[config.mk]
export PLATFORM = sky130hd
export DESIGN_NAME = svm_score_acc
export DESIGN_NICKNAME = d
export VERILOG_FILES = /design/src/rtl/svm_pkg.sv /design/src/rtl/svm_score_acc_led.sv /design/src/rtl/svm_score_acc.sv
export SDC_FILE = /design/constraint.sdc
export NUM_CORES = 1
export LEC_CHECK = 0
export CAP_MARGIN = 20
export CELL_PAD_IN_SITES_DETAIL_PLACEMENT = 1
export CELL_PAD_IN_SITES_GLOBAL_PLACEMENT = 2
export CORE_UTILIZATION = 38
export DETAILED_ROUTE_END_ITERATION = 10
export PLACE_DENSITY_LB_ADDON = 0.1
export SKIP_LAST_GASP = 1
export SYNTH_ARGS = -nofsm -noshare
export SYNTH_HDL_FRONTEND = slang
export SYNTH_SLANG_ARGS = --single-unit
[constraint.sdc]
create_clock -name clk -period 4.9 [get_ports clk]
set_input_delay 0.98 -clock clk [delete_from_list [all_inputs] [get_ports clk]]
set_output_delay 0.98 -clock clk [all_outputs]
set_load 0.05 [all_outputs]
[src/rtl/svm_pkg.sv]
// rtl/svm_pkg.sv - shared types and arithmetic helpers for the SVM decision stage
//
// Contents:
//   state_e     - decision FSM states
//   fea_width   - feature/score width from integer and fraction bits
//   acc_width   - accumulator width that cannot overflow over one window
//   idx_width   - index width for a count of items (at least 1 bit)
//   sat_narrow  - clamp a wide signed value into a w-bit signed range
//   beats       - argmax step: a candidate displaces the best only if strictly greater
package svm_pkg;

   typedef enum logic [1:0] {
      ST_ACC = 2'd0,
      ST_FIN = 2'd1,
      ST_SEL = 2'd2,
      ST_OUT = 2'd3
   } state_e;

   function automatic int fea_width(input int fea_i, input int fea_f);
      return fea_i + fea_f;
   endfunction

   // One extra bit beyond log2 growth keeps the sign when every beat is at full scale.
   function automatic int acc_width(input int fea_w, input int n_part);
      return fea_w + $clog2(n_part) + 1;
   endfunction

   function automatic int idx_width(input int n);
      return (n > 1) ? $clog2(n) : 1;
   endfunction

   function automatic logic signed [63:0] sat_narrow(input logic signed [63:0] v, input int w);
      logic signed [63:0] hi;
      logic signed [63:0] lo;
      hi = (64'sd1 <<< (w - 1)) - 64'sd1;
      lo = -(64'sd1 <<< (w - 1));
      if (v > hi) begin
         return hi;
      end
      if (v < lo) begin
         return lo;
      end
      return v;
   endfunction

   // Strict compare: on a tie the earlier (lower-index) class keeps its place.
   function automatic logic beats(input logic signed [63:0] cand, input logic signed [63:0] best);
      return cand > best;
   endfunction

endpackage

[src/rtl/svm_score_acc_led.sv]
// rtl/svm_score_acc_led.sv - retriggerable LED pulse stretcher
//
// Ports:
//   clk  - clock
//   rst  - synchronous active-high reset
//   trig - one-cycle trigger; (re)loads the hold counter
//   led  - high for LED_HOLD cycles after the most recent trigger
module led_stretch #(
   parameter int LED_HOLD = 25000000
) (
   input  logic clk,
   input  logic rst,
   input  logic trig,
   output logic led
);

   localparam int CNT_W = $clog2(LED_HOLD + 1);

   logic [CNT_W-1:0] cnt_q;
   logic [CNT_W-1:0] cnt_d;
   logic             led_q;

   always_comb begin
      cnt_d = cnt_q;
      if (trig) begin
         cnt_d = CNT_W'(LED_HOLD);
      end else if (cnt_q != '0) begin
         cnt_d = cnt_q - CNT_W'(1);
      end
   end

   always_ff @(posedge clk) begin
      if (rst) begin
         cnt_q <= '0;
         led_q <= 1'b0;
      end else begin
         cnt_q <= cnt_d;
         led_q <= (cnt_d != '0);
      end
   end

   assign led = led_q;

endmodule

[src/rtl/svm_score_acc.sv]
// rtl/svm_score_acc.sv - multi-class SVM score accumulator, argmax and result handshake
//
// Ports:
//   clk, rst                    - clock, synchronous active-high reset
//   sof                         - start of frame; drops the partial window, sw_id <- 0
//   i_valid/i_ready/i_psum      - partial-sum beats, class c at [c*FEA_W +: FEA_W]
//   b_load/b_sel/bias           - bias register write
//   t_load                      - threshold write (value on bias)
//   o_valid/o_ready             - result handshake
//   result/cls_id/is_person     - best saturated score, its class, above-threshold flag
//   sw_id                       - window ID of the current result
//   frame_done                  - pulse after the last window of a frame is taken
//   led                         - stretched detection indicator
module svm_score_acc
   import svm_pkg::*;
#(
   parameter int FEA_I    = 4,
   parameter int FEA_F    = 16,
   parameter int N_CLS    = 2,
   parameter int N_PART   = 36,
   parameter int SW_W     = 11,
   parameter int N_SW     = 1200,
   parameter int LED_HOLD = 25000000,
   localparam int FEA_W   = fea_width(FEA_I, FEA_F),
   localparam int CLS_W   = idx_width(N_CLS)
) (
   input  logic                   clk,
   input  logic                   rst,
   input  logic                   sof,
   input  logic                   i_valid,
   output logic                   i_ready,
   input  logic [N_CLS*FEA_W-1:0] i_psum,
   input  logic                   b_load,
   input  logic [CLS_W-1:0]       b_sel,
   input  logic [FEA_W-1:0]       bias,
   input  logic                   t_load,
   output logic                   o_valid,
   input  logic                   o_ready,
   output logic [FEA_W-1:0]       result,
   output logic [CLS_W-1:0]       cls_id,
   output logic                   is_person,
   output logic [SW_W-1:0]        sw_id,
   output logic                   frame_done,
   output logic                   led
);

   localparam int ACC_W = acc_width(FEA_W, N_PART);
   localparam int PC_W  = idx_width(N_PART);

   state_e                  state_q;
   logic [PC_W-1:0]         part_cnt_q;
   logic signed [ACC_W-1:0] acc_q   [N_CLS];
   logic signed [FEA_W-1:0] score_q [N_CLS];
   logic signed [FEA_W-1:0] bias_q  [N_CLS];
   logic signed [FEA_W-1:0] thr_q;
   logic                    i_ready_q;
   logic                    o_valid_q;
   logic [FEA_W-1:0]        result_q;
   logic [CLS_W-1:0]        cls_q;
   logic                    is_person_q;
   logic [SW_W-1:0]         sw_q;
   logic                    frame_done_q;

   logic signed [FEA_W-1:0] score_d [N_CLS];
   logic signed [FEA_W-1:0] best_score;
   logic [CLS_W-1:0]        best_cls;
   logic [31:0]             b_sel_ext;
   logic                    take;
   logic                    last_beat;

   assign b_sel_ext = 32'(b_sel);
   assign take      = o_valid_q && o_ready;
   assign last_beat = (part_cnt_q == PC_W'(N_PART - 1));

   // Bias is added at full precision before clamping so a large bias can
   // pull an out-of-range sum back into range.
   always_comb begin
      for (int c = 0; c < N_CLS; c++) begin
         score_d[c] = FEA_W'(sat_narrow(64'(acc_q[c]) + 64'(bias_q[c]), FEA_W));
      end
   end

   always_comb begin
      best_score = score_q[0];
      best_cls   = '0;
      for (int c = 1; c < N_CLS; c++) begin
         if (beats(64'(score_q[c]), 64'(best_score))) begin
            best_score = score_q[c];
            best_cls   = CLS_W'(c);
         end
      end
   end

   always_ff @(posedge clk) begin
      if (rst) begin
         state_q      <= ST_ACC;
         part_cnt_q   <= '0;
         i_ready_q    <= 1'b1;
         o_valid_q    <= 1'b0;
         result_q     <= '0;
         cls_q        <= '0;
         is_person_q  <= 1'b0;
         sw_q         <= '0;
         frame_done_q <= 1'b0;
         thr_q        <= '0;
         for (int c = 0; c < N_CLS; c++) begin
            acc_q[c]   <= '0;
            score_q[c] <= '0;
            bias_q[c]  <= '0;
         end
      end else begin
         frame_done_q <= 1'b0;

         // Parameter registers load in every state, including during sof.
         for (int c = 0; c < N_CLS; c++) begin
            if (b_load && (b_sel_ext == 32'(c))) begin
               bias_q[c] <= bias;
            end
         end
         if (t_load) begin
            thr_q <= bias;
         end

         if (sof) begin
            state_q    <= ST_ACC;
            part_cnt_q <= '0;
            i_ready_q  <= 1'b1;
            o_valid_q  <= 1'b0;
            sw_q       <= '0;
            for (int c = 0; c < N_CLS; c++) begin
               acc_q[c] <= '0;
            end
         end else begin
            unique case (state_q)
               ST_ACC: begin
                  if (i_valid) begin
                     for (int c = 0; c < N_CLS; c++) begin
                        acc_q[c] <= acc_q[c] + ACC_W'($signed(i_psum[c*FEA_W +: FEA_W]));
                     end
                     if (last_beat) begin
                        part_cnt_q <= '0;
                        i_ready_q  <= 1'b0;
                        state_q    <= ST_FIN;
                     end else begin
                        part_cnt_q <= part_cnt_q + PC_W'(1);
                     end
                  end
               end
               ST_FIN: begin
                  for (int c = 0; c < N_CLS; c++) begin
                     score_q[c] <= score_d[c];
                  end
                  state_q <= ST_SEL;
               end
               ST_SEL: begin
                  result_q    <= best_score;
                  cls_q       <= best_cls;
                  is_person_q <= (best_score > thr_q);
                  o_valid_q   <= 1'b1;
                  state_q     <= ST_OUT;
               end
               ST_OUT: begin
                  if (take) begin
                     o_valid_q    <= 1'b0;
                     i_ready_q    <= 1'b1;
                     frame_done_q <= (sw_q == SW_W'(N_SW - 1));
                     sw_q         <= (sw_q == SW_W'(N_SW - 1)) ? '0 : sw_q + SW_W'(1);
                     for (int c = 0; c < N_CLS; c++) begin
                        acc_q[c] <= '0;
                     end
                     state_q <= ST_ACC;
                  end
               end
               default: state_q <= ST_ACC;
            endcase
         end
      end
   end

   led_stretch #(
      .LED_HOLD (LED_HOLD)
   ) u_led (
      .clk  (clk),
      .rst  (rst),
      .trig (take && is_person_q && !sof),
      .led  (led)
   );

   assign i_ready    = i_ready_q;
   assign o_valid    = o_valid_q;
   assign result     = result_q;
   assign cls_id     = cls_q;
   assign is_person  = is_person_q;
   assign sw_id      = sw_q;
   assign frame_done = frame_done_q;

endmodule

==> results by group <==
Worst hold path
  – Cell depth of the worst hold path: 2
  – WHS Endpoint: part_cnt_q[1]
  – Hold wc startpoint: part_cnt_q[1]
  – Hold crit path type: reg -> reg

Logic synthesis
  – Post-Synthesis Cells: 1649
  – Post-synthesis register bit count: 224
  – Most frequent cell after synthesis: nor2_1
  – Area share of the largest cell type after synthesis: 26.1%
  – Sequential cell area fraction in the yosys report: 37.8%
  – Main flop type after synthesis: edfxtp_1
  – Syn nets: 1875
  – Yosys cell types: 87
  – Post-synth EDFFs: 134
  – Synth Warn #: 0
  – Top area cells in the synthesized netlist: edfxtp_1 26%, ha_1 12%, dfxtp_1 12%, nor2_1 4.8%, a21oi_1 4.5%
  – Mapped cell area: 0.0154 mm^2
  – Synth area leader: edfxtp_1
  – Synth async-reset ratio: 0%
  – Synth cell count leaders: 198 x nor2_1, 154 x ha_1, 140 x a21oi_1
  – Mean Syn Cell Area: 9.36 um^2

Clock tree
  – Clk_lat worst skew: 0.55 ns
  – Post-CTS Hold Buffers: 0
  – Setup Fix Bufs, Post-CTS: 0
  – Clk slew on worst S/H paths: 0.06 ns
  – Longest Clk Path Bufs: 3
  – Sink Count: 224
  – Root buffer cell: clkbuf_16
  – Cts bufs inserted: 27
  – Cts repair resizes: 0
  – CTS tree: done
  – H-tree levels: 1

Route
  – Via count: 12600
  – Vias per inst: 5.47
  – Post-route ant nets: 0
  – DRC errors left: 0
  – Routed WL: 46200 um
  – Drt initial violations: 549
  – TritonRoute pass-1 iters: 4
  – Wire length per cell: 20.1 um

Timing
  – Hold_ws: 0.489 ns
  – Pins over their slew limit: 0
  – RSZ-0062 raised after global routing: false
  – Fin worst setup slack: 0.294 ns
  – Worst Skew: 0.0165 ns
  – Slew headroom: 27.8%
  – Worst Tran Pin Value: 1.08 ns
  – Max frequency: 217 MHz
  – Post-route setup TNS: 0 ns
  – Final worst-path cycle share: 94.0%
  – Tmin final: 4.61 ns
  – Finish-stage setup viols: 0
  – Final hold vios: 0

Cells and area
  – Final Non-Filler Cells: 2301
  – Layout net count: 1981
  – Number of fill cells: 4562
  – Final core occ: 45.0%
  – Post-route cell area: 0.0180 mm^2
  – Share of layout cells above drive strength 1: 7.04%
  – Area Growth Syn to Fin: 16.5%

Critical path
  – FF-to-FF setup slack: 0.29 ns
  – Worst-path fanout max: 11
  – Crit path largest cell delay: 0.40 ns
  – Family with the most delay on the worst path: compound AO/OA/AOI/OAI gates
  – Startpoint Class: register
  – Crit Path Category: reg -> reg
  – Crit. End Element: register
  – R2R Path End: is_person
  – Worst EP required: 5.38 ns
  – Crit-path slowest cell: a2111o_1
  – Worst Path Buf+Inv: 2
  – Crit-path most repeated cell: a21o_1
  – Crit path DAT: 5.08 ns
  – Register-to-Register Path Depth: 21
  – RR Startpoint: score_q[0][13]
  – Crit-path cells: inv_1 > ha_1 > a21o_1 > a21o_1 > a21o_1 > a21o_1 > a21o_1 > a2111o_1 > a22oi_1 > buf_4 > mux2_2 > ha_1 > a21o_1 > a21o_1 > a21o_1 > a21oi_1 > nor2b_1 > o31ai_1 > a21o_1 > nand3_1 > a21oi_1

Placed design
  – RePlAce Congestion: 0.877
  – Area after DPL: 0.0171 mm^2
  – Final HPWL DP: 36600 um
  – Pre-CTS WS: 0.333 ns
  – Inst Count DP: 2251
  – PortBufs: 104

Global routing
  – Largest net degree at the start of global routing: 62
  – Vias in the first global route: 13100
  – Global router's overall resource usage: 22.4%
  – First-pass GRT wire length: 72800 um
  – Remaining Overflow, GRT: 0
  – Antenna violations before repair: 4

Floorplan
  – DIE AREA: 0.0414 mm^2
  – Die H: 204 um
  – Initial Util: 38.7%
  – # rows: 73
  – Top-level I/O count: 105
  – Die X: 204 um
  – Core footprint: 0.0399 mm^2

Pwr
  – Leak: 7.43 nW
  – Final Total Pwr: 6.36 mW
  – Power density cells: 354 mW/mm^2
  – Worst vdd ir: 0.238 mV

Outcome
  – Outcome: finished clean

Flow run
  – Max Cap Viol: 0
[how the worst max path moves through the flow]
stage | start | endpoint | slack, ns | cells after the start
floorplan | score_q[0][33] | is_person | 0.60 | 20
CTS | score_q[0][13] | is_person | 0.28 | 21
global placement | score_q[0][33] | is_person | 0.45 | 20
global route | score_q[0][13] | is_person | 0.02 | 21
finish | score_q[0][13] | is_person | 0.29 | 21
detailed placement | score_q[0][13] | is_person | 0.33 | 21
[worst reg2reg max path: cells and delay by family, from the launching register on]
kind                       cells  cell delay, ns
AOI/OAI and AO/OA             14            2.76
adders and majority gates      2            0.54
DFF                            1            0.39
muxes                          1            0.39
buffers and inverters          2            0.31
and+or+nand+nor                2            0.13
[cell families (layout without fill, tap and decap cells)]
group / after synthesis / in the layout / share of synthesized area [%]
DFF: 224 / 224 / 37.8
adders and majority gates: 158 / 158 / 13.0
xor gates and xnor gates: 108 / 108 / 6.13
muxes: 47 / 47 / 3.21
buffers and inverters: 130 / 256 / 3.41
and+or+nand+nor: 555 / 555 / 17.7
AOI/OAI and AO/OA: 427 / 427 / 18.8
other: 0 / 1 / 0
[final cells by class]
class,count,area (um^2),area share (%)
Antenna cell,1,2.50,0.0139
Inverter,80,300,1.67
Tap cell,525,657,3.65
Multi-Input combinational cell,1295,9090,50.6
Clock inverter,10,108,0.599
Sequential cell,224,5830,32.4
Timing Repair Buffer,127,1220,6.79
Clock buffer,39,771,4.29
[layer usage]
metal,GRT usage [%],wire length [um]
met5,0,0
met4,5.18,869
met3,2.17,1510
met2,37.6,21400
met1,31.0,22400
[report_power, final]
group / total (mW) / switching [mW] / internal, mW
combinational: 1.98 / 1.15 / 0.833
clock: 2.02 / 0.826 / 1.19
sequential: 2.36 / 0.180 / 2.18
[flip-flops by register name, indices dropped and copies added, names as in the netlist]
name	flops
frame_done	1
score_q	40
is_person	1
bias_q	40
part_cnt_q	6
u_led.led	1
o_valid	1
acc_q	54
u_led.cnt_q	25
cls_id	1
sw_id	11
i_ready	1
state_q	2
thr_q	20
result	20
[cells in the final DEF, fill, tap and decap left out, types with 6 or more instances in the layout]
cell type,count
a211oi_1,20
a21o_1,57
a21oi_1,140
a31oi_1,11
and2_1,38
and3_1,21
buf_4,22
clkbuf_1,7
clkbuf_16,27
clkdlybuf4s50_1,103
dfxtp_1,90
edfxtp_1,134
ha_1,154
inv_1,80
mux2_2,20
mux2i_1,27
nand2_1,88
nand2b_1,17
nand3_1,29
nand4_1,27
nor2_1,198
nor2b_1,18
nor3_1,52
nor3b_1,11
nor4_1,12
o211ai_1,10
o21a_1,36
o21ai_0,56
o21bai_1,15
o22ai_1,6
o31ai_1,6
or2_2,9
or3_1,10
xnor2_1,60
xor2_1,48
Note: power is estimated with default switching activity, not from simulation.
